File: src/rtl/imm_extend_pipe.sv
// imm_extend_pipe
//   Builds the XLEN-wide immediate for the Decode-stage instruction (RV32I/RV64I
//   formats plus CSR zimm and shift amount) and registers it into Execute.
//   The E-stage register also carries a valid bit and an illegal-format flag.
//
// Ports:
//   clk          rising-edge clock
//   reset        synchronous, active-high; clears the E-stage register
//   InstrD       instruction word in Decode
//   ImmSrcD      immediate format select (111 is undefined)
//   ValidD       Decode holds a real instruction
//   StallE       hold E-stage register contents
//   FlushE       load a bubble into E (takes priority over StallE)
//   ExtImmE      registered extended immediate
//   ValidE       registered valid
//   IllegalImmE  registered flag: undefined ImmSrcD with ValidD=1
module imm_extend_pipe #(
    parameter int XLEN = 32
) (
    input  logic            clk,
    input  logic            reset,
    input  logic [31:0]     InstrD,
    input  logic [2:0]      ImmSrcD,
    input  logic            ValidD,
    input  logic            StallE,
    input  logic            FlushE,
    output logic [XLEN-1:0] ExtImmE,
    output logic            ValidE,
    output logic            IllegalImmE
);

    generate
        if (XLEN != 32 && XLEN != 64) begin : g_bad_xlen
            $error("imm_extend_pipe: XLEN must be 32 or 64");
        end
    endgenerate

    typedef enum logic [2:0] {
        IMM_I     = 3'b000,
        IMM_S     = 3'b001,
        IMM_B     = 3'b010,
        IMM_U     = 3'b011,
        IMM_J     = 3'b100,
        IMM_Z     = 3'b101,
        IMM_SHAMT = 3'b110,
        IMM_UNDEF = 3'b111
    } imm_src_e;

    logic signed [31:0] imm32;
    logic [XLEN-1:0]    imm_d;
    logic               illegal_d;

    // The opcode field never contributes to any immediate.
    logic unused_opcode;
    assign unused_opcode = ^InstrD[6:0];

    // Formats I..J are first formed as a signed 32-bit value; the final signed
    // cast widens it, so XLEN=64 sign-extends from bit 31 with the low word
    // identical to XLEN=32.
    always_comb begin
        imm32     = '0;
        imm_d     = '0;
        illegal_d = 1'b0;
        case (imm_src_e'(ImmSrcD))
            IMM_I: begin
                imm32 = {{20{InstrD[31]}}, InstrD[31:20]};
                imm_d = XLEN'(imm32);
            end
            IMM_S: begin
                imm32 = {{20{InstrD[31]}}, InstrD[31:25], InstrD[11:7]};
                imm_d = XLEN'(imm32);
            end
            IMM_B: begin
                imm32 = {{19{InstrD[31]}}, InstrD[31], InstrD[7],
                         InstrD[30:25], InstrD[11:8], 1'b0};
                imm_d = XLEN'(imm32);
            end
            IMM_U: begin
                imm32 = {InstrD[31:12], 12'b0};
                imm_d = XLEN'(imm32);
            end
            IMM_J: begin
                imm32 = {{11{InstrD[31]}}, InstrD[31], InstrD[19:12],
                         InstrD[20], InstrD[30:21], 1'b0};
                imm_d = XLEN'(imm32);
            end
            IMM_Z: begin
                imm_d = XLEN'(InstrD[19:15]);
            end
            IMM_SHAMT: begin
                if (XLEN == 64) imm_d = XLEN'(InstrD[25:20]);
                else            imm_d = XLEN'(InstrD[24:20]);
            end
            IMM_UNDEF: begin
                imm_d     = '0;
                illegal_d = ValidD;
            end
        endcase
    end

    always_ff @(posedge clk) begin
        if (reset || FlushE) begin
            ExtImmE     <= '0;
            ValidE      <= 1'b0;
            IllegalImmE <= 1'b0;
        end else if (!StallE) begin
            ExtImmE     <= imm_d;
            ValidE      <= ValidD;
            IllegalImmE <= illegal_d;
        end
    end

endmodule

File: config.mk
export PLATFORM = sky130hd
export DESIGN_NAME = imm_extend_pipe
export DESIGN_NICKNAME = d
export VERILOG_FILES = /design/src/rtl/imm_extend_pipe.sv
export SDC_FILE = /design/constraint.sdc
export NUM_CORES = 1
export LEC_CHECK = 0
export ABC_AREA = 1
export BUFFER_PORTS_ARGS = -buffer_cell sky130_fd_sc_hd__buf_2
export CAP_MARGIN = 20
export CORE_ASPECT_RATIO = 1.5
export CORE_MARGIN = 2
export CORE_UTILIZATION = 43
export CTS_CLUSTER_SIZE = 16
export DETAILED_ROUTE_END_ITERATION = 7
export PLACE_DENSITY = 0.74
export SLEW_MARGIN = 10
export SYNTH_ARGS = -nofsm -noshare
export SYNTH_HDL_FRONTEND = slang
export SYNTH_SLANG_ARGS = --single-unit
File: constraint.sdc
create_clock -name clk -period 0.8 [get_ports clk]
set_input_delay 0.04 -clock clk [delete_from_list [all_inputs] [get_ports clk]]
set_output_delay 0.04 -clock clk [all_outputs]
set_load 0.005 [all_outputs]
# == After elaboration in Yosys (flattened, before gate mapping) ==
# Index checks and enable logic that the tools add are counted.
# Widths: inputs -> output; s select.
# op_classes
n_reduce_logical,2
mux,2
n_eq_ne,7
# ops
op,n
$pmux 32 s8,1
$eq 3x3->1 const B,4
$eq 3x2->1 const B,2
$eq 3x1->1 const B,1
$logic_not 3->1,1
$logic_or 1x1->1,1
$mux 1,1
# word_totals
input_bits,40
wordCells,14
regBits,34
out_inout_bits,34

# == Logic depth before layout (Yosys ltp) ==
# Gate-level depths: netlist of run 1.
# depth
ltp_word,2
mapped_depth,9

# == Least setup slack after synthesis of run 1 ==
# No wires, ideal clock.
# synth_timing
path_type,input port to flip-flop
startpoint,input port ImmSrcD[2]
endpoint,register ExtImmE[15]
t_arrival_ns,0.714
path_buffers,3
setup_slack_ns,-0.022
path_stages,8
t_required_ns,0.691
setup_ns,0.109
path_cell_list,buf_6 > inv_2 > buf_6 > o211ai_2 > buf_4 > nand3_1 > nand2_1 > inv_1
# synth_via
elab_chain_len,2
# synth_lines
item,line,text
start: declaration,23,"input logic [2:0] ImmSrcD,"
"$eq 3x3->1, or another cell as far along",64,case (imm_src_e'(ImmSrcD))
$pmux 32 s8 *,64,
end signal: assignment,107,ExtImmE <= imm_d;
end: declaration,27,"output logic [XLEN-1:0] ExtImmE,"
# Every way passes the cells marked *; elsewhere a longest branch is shown, timed or not.
# A chain may end at the register's enable or synchronous reset.

# == Worst setup path in the final report of run 1 ==
# layout_timing
startpoint,register ExtImmE[23]
endpoint,output port ExtImmE[23]
# No word-level cell between the ends.

==> results of run 1 <==
## final cells by class
| cell class | instances | area share |
|---|---|---|
| clock inverters | 1 | 0.0127 |
| clock buffers | 6 | 0.0348 |
| repair buffers | 87 | 0.222 |
| multi-input cells | 180 | 0.362 |
| inverters | 33 | 0.0522 |
| flip-flops and latches | 34 | 0.293 |
| well taps | 45 | 0.0237 |
## flip-flops by register name (all words and copies together), names as in the netlist
name	flops
IllegalImmE	1
ValidE	1
ExtImmE	32
## cell families (layout without fill, tap and decap cells)
kind of cell	Yosys count	in the layout	synth area share
AND/OR/NAND/NOR	134	134	0.349
AO/OA/AOI/OAI	46	46	0.135
buffers and inverters	48	127	0.132
flip-flops	34	34	0.384
## what timing repair did
action	in CTS	in global routing
resized for setup	1	10
setup endpoints to repair	1	12
pin swaps	0	1
endpoints found under the hold margin	0	0
## metal layers
layer / global-route usage / wire [um] / up-vias
li1: - / - / 992
met3: 0.0514 / 305 / 8
met1: 0.229 / 1860 / 871
met4: 0.0976 / 98 / 0
met5: 0 / 0 / -
met2: 0.399 / 2410 / 62
## power by group through the flow
stage,Clock (mW),Sequential (mW),Combinational (mW)
global route,1.71,1.80,0.810
CTS,1.64,1.79,0.722
global placement,0,1.83,0.709
detailed placement,0,1.83,0.718
finish,1.62,1.79,0.719
floorplan,0,1.83,0.408
## stage by stage
stage | setup WS [ns] | TNS [ns] | cell area (um^2)
floorplan | -0.0159 | -0.0636 | 1790
global placement | -0.162 | -4.36 | 2250
detailed placement | -0.198 | -5.01 | 2250
CTS | 0.00412 | 0 | 2360
global route | -0.0120 | -0.0120 | 2370
finish | 0.0177 | 0 | 2370
## synth_stat cells
master	number
nand2_2	4
buf_6	6
buf_2	4
nor3_4	1
nor3_2	1
nand4_1	8
clkbuf_1	4
nor2_4	4
nand3_1	22
o21ai_1	1
buf_4	1
dfxtp_1	34
nor3_1	1
nand3_2	1
a21oi_1	20
inv_1	30
nand2_1	57
o21ai_0	23
o211ai_2	1
nor2_2	1
inv_2	3
a22oi_1	1
nor2_1	34
## worst reg2reg max path: stages (launching register included)
cell and delay (ns):
dfxtp_2 0.32, a22oi_1 0.17, a21oi_1 0.09
## worst paths after layout
kind | start | end
worst max-delay path | ExtImmE[23]$_SDFFE_PP0N_ | ExtImmE[23]
worst min-delay path | InstrD[26] | ExtImmE[6]$_SDFFE_PP0N_
worst max register to register | ExtImmE[11]$_SDFFE_PP0N_ | ExtImmE[11]$_SDFFE_PP0N_
worst min register to register | ValidE$_SDFFE_PP0N_ | ValidE$_SDFFE_PP0N_
## layout by cell type (no fill, tap or decap), types with 3 or more instances in the layout
| cell | n |
|---|---|
| nor2_4 | 4 |
| buf_12 | 3 |
| nand4_1 | 8 |
| buf_4 | 18 |
| nand2_2 | 4 |
| nand2_1 | 57 |
| inv_1 | 30 |
| dfxtp_2 | 11 |
| nor2_1 | 34 |
| buf_2 | 66 |
| o21ai_0 | 23 |
| nand3_1 | 22 |
| a21oi_1 | 20 |
| clkbuf_8 | 6 |
| dfxtp_1 | 23 |
| inv_2 | 3 |
==> results.cfg, run 1 <==
[worst_setup_path]
critical_path.startpoint_type = flop
slowest_stage = dfxtp_1
cp_top_family = flip-flops
rr_worst_depth = 2
cp.required_ns = 0.76
rrSetupSlack_ns = 0.09
worst-path-stages = 1
crit_buf_inv = 1
path_max_fanout = 2
criticalPathCategory = flop to primary output
critPathArrivalTime_ns = 0.74
endpoint_kind = primary output
worstPathCellList = buf_2
cp_slowest_stage_delay_ns = 0.34

[timing]
slew_viol_final = 0
fin_skew_ns = 0
max-slew-margin-rel = 0.704
finalSetupViolCount = 0
rsz0062_at_grt = yes
finalCriticalPeriod_ns = 0.782
hold_viol_final = 0
fin_crit_sh = 0.978
fmax_mhz = 1280
max_slew.worst_pin.slew_ns = 0.443
whs_ns = 0.00158

[die]
io_pins = 74
die_area_um2 = 4670
start_util = 0.448
die_h_um = 82.7
fp.coreArea_um2 = 3960
rows = 28
fp.dieW_um = 56.4

[logic_synthesis]
syn_inst = 262
ys_types = 23
synth.top_cells.by_area = dfxtp_1 38%, nand2_1 12%, nor2_1 7.2%
synth-warning-count = 0
synth_top_area_frac = 0.384
avgSynthCellArea_um2 = 6.77
syn_nets = 302
ys_ff_latch = 34
synthesis.area_um2 = 1770
seq_area_frac_synth = 0.384
yosys.area.top_type = dfxtp_1

[global_routing]
grt_pass1_vias = 1824
antenna_found_initial = 0
overflow = 0
grt_usage = 0.215
grt_pass1_wl_um = 7940
grt_max_degree = 28

[detailed_routing]
ant_nets = 0
route.detailed.drc = 0
routed_wl_um = 4680
drtPass1Iterations = 4
detail_route.wl_per_cell_um = 12.1
via_count = 1933
via_per_inst = 5.01
drt-initial-drc-count = 54

[clock_network]
cts_tree = yes
clkSinkCount = 34
post_cts_buffers = 0
clk_pin_slew_ns = 0.07
root_buffer = clkbuf_8
htreeDepth = 2
numCtsBuffers = 5
clk_latency_ns = 0.28
clock_tree.buffer_depth = 2
cts_hold_buf = 0

[finish]
seq_area_um2 = 694
fill_cells = 414
area_growth_syn_to_layout_pct = 33.7
layout.nets = 381
final_util = 0.599
multi_input_area_um2 = 860
fin_cells = 386
drive_gt1_frac = 0.355
antenna_cells = 0

[hold_path]
whs_path_depth = 3
min-delay-path-class = input port to flop

[run]
cap_violations = 0

[power_and_ir_drop]
pwr-share-seq = 0.434
peakVddDrop_mv = 1.68
combPwrFrac = 0.174
power_density_nw_per_um2 = 1740
p_leak_nw = 1.31
internal_power_mw = 3.07
p_sw_frac = 0.256
power_mw = 4.13
clockPowerShare = 0.392
p_sw_mw = 1.06

[placement]
port_buffers = 66
place_congestion = 0.899
dp_cells = 379
dp_hpwl_um = 3640

[outcome]
outcome = finished, final reports clean
Power figures use the tool's default switching activity.
==> inputs of run 2 (changes only) <==
CAP_MARGIN = default   (was 20)
CELL_PAD_IN_SITES_DETAIL_PLACEMENT = 1   (was default)
CELL_PAD_IN_SITES_GLOBAL_PLACEMENT = 1   (was default)
CORE_UTILIZATION = 35   (was 43)
PLACE_DENSITY = 0.83   (was 0.74)
clock period = 0.95 ns   (was 0.8 ns; I/O delays follow)
==> run 2 against run 1 <==
Against the previous run: cell count up 6.7%; non-clock buffer count increased by 4; global-route usage fell by 0.47 points; critical path depth unchanged; worst hold slack improved by 0.0058 ns; clock power down 30%; design area down 0.16%; via count increased by 2.1%; combinational power decreased by 13%; clock-buffer cell count grew 1; critical endpoint is now ExtImmE[27]; largest power group unchanged.
==> results.cfg, run 2 (synthesis gave the netlist of run 1 again) <==
[worst_setup_path]
cp_top_family = flip-flops
slowest_stage = dfxtp_1
critical_path.startpoint_type = flop
critPathArrivalTime_ns = 0.76
worstPathCellList = buf_2
cp.required_ns = 0.90
crit_buf_inv = 1
criticalPathCategory = flop to primary output
cp_slowest_stage_delay_ns = 0.35
path_max_fanout = 2
endpoint_kind = primary output

[power_and_ir_drop]
p_sw_frac = 0.287
power_density_nw_per_um2 = 1380
p_leak_nw = 1.31
combPwrFrac = 0.191
peakVddDrop_mv = 0.744
internal_power_mw = 2.33
pwr-share-seq = 0.461
clockPowerShare = 0.348
power_mw = 3.27
p_sw_mw = 0.937

[timing]
finalSetupViolCount = 0
fmax_mhz = 1230
max_slew.worst_pin.slew_ns = 0.468
slew_viol_final = 0
finalCriticalPeriod_ns = 0.810
hold_viol_final = 0
fin_skew_ns = 0
max-slew-margin-rel = 0.687
fin_crit_sh = 0.853
rsz0062_at_grt = no

[detailed_routing]
ant_nets = 0
routed_wl_um = 5530
via_per_inst = 4.79
via_count = 1974
drt-initial-drc-count = 56
drtPass1Iterations = 4
detail_route.wl_per_cell_um = 13.4
route.detailed.drc = 0

[finish]
final_cell_mix = 66 x buf_2, 57 x nand2_1, 34 x dfxtp_1, 34 x nor2_1, 30 x inv_1
layout_commonest_cell = buf_2
drive_gt1_frac = 0.329
largest-register = ExtImmE
fill_cells = 683
multi_input_area_um2 = 860
top_regs = ExtImmE x32, IllegalImmE x1, ValidE x1
layout.nets = 385
largest_reg_flops = 32
antenna_cells = 0
seq_area_um2 = 681
area_growth_syn_to_layout_pct = 33.5
fin_cells = 412

[clock_network]
cts_tree = yes
clk_latency_ns = 0.29
clock_tree.buffer_depth = 2
clk_pin_slew_ns = 0.07
cts_hold_buf = 0
htreeDepth = 2
root_buffer = clkbuf_8
post_cts_buffers = 0
numCtsBuffers = 5
clkSinkCount = 34
cts_resized = 0

[die]
die_h_um = 91.2
start_util = 0.366
fp.dieW_um = 62.1
rows = 31
die_area_um2 = 5670
io_pins = 74
fp.coreArea_um2 = 4850

[placement]
dp_cells = 404
port_buffers = 66
dp_hpwl_um = 4250
place_congestion = 0.877

[global_routing]
grt_pass1_vias = 2053
overflow = 0
grt_max_degree = 28
grt_usage = 0.210
grt_pass1_wl_um = 9550
antenna_found_initial = 0

[outcome]
outcome = finished, final reports clean

[run]
cap_violations = 0

[hold_path]
min-delay-path-class = input port to flop
[run 2: changes by cell type in the layout (fill, tap and decap cells not counted), sizes merged]
cell and change:
clkinv +1, clkbuf +1, bufinv -1, buf +4
[run 2: worst paths after layout]
kind	from	endpoint	slack [ns]	depth (start not counted)
worst max-delay path	ExtImmE[27]$_SDFFE_PP0N_	ExtImmE[27]	0.14	1
worst min-delay path	InstrD[29]	ExtImmE[9]$_SDFFE_PP0N_	0.007	3
worst max register to register	ExtImmE[24]$_SDFFE_PP0N_	ExtImmE[24]$_SDFFE_PP0N_	0.20	4
worst min register to register	ValidE$_SDFFE_PP0N_	ValidE$_SDFFE_PP0N_	0.47	2
[run 2: stage by stage]
step | TNS, ns | worst slack (ns) | cell area (um^2) | util | hold WS [ns]
after floorplan | 0 | 0.120 | 1770 | - | 0.188
after detailed placement | -1.35 | -0.105 | 2280 | 0.470 | 0.318
after global placement | -0.550 | -0.0575 | 2280 | 0.470 | 0.319
final | 0 | 0.140 | 2370 | 0.489 | 0.00741
after global routing | 0 | 0.0847 | 2370 | 0.489 | 0.0195
after CTS | 0 | 0.135 | 2370 | 0.489 | 0.0103
[run 2: per-layer routing]
metal | part of all wire | vias up | global-route usage
met4 | 0.018 | 0 | 0.0796
met3 | 0.044 | 10 | 0.0458
li1 | - | 997 | -
met2 | 0.55 | 52 | 0.406
met5 | 0 | - | 0
met1 | 0.39 | 915 | 0.218
[run 2: power by group through the flow]
stage,Sequential [mW],Clock [mW],Combinational [mW]
CTS,1.51,1.15,0.630
global route,1.52,1.23,0.696
finish,1.51,1.14,0.624
detailed placement,1.54,0,0.620
global placement,1.54,0,0.603
floorplan,1.55,0,0.336
[run 2: layout make-up]
cell class	instances	share of cell area
timing repair buffer	91	0.224
clock inverter	1	0.00211
tap	66	0.0349
inverter	33	0.0523
clock buffer	7	0.0365
multi-input combinational	180	0.363
sequential	34	0.287
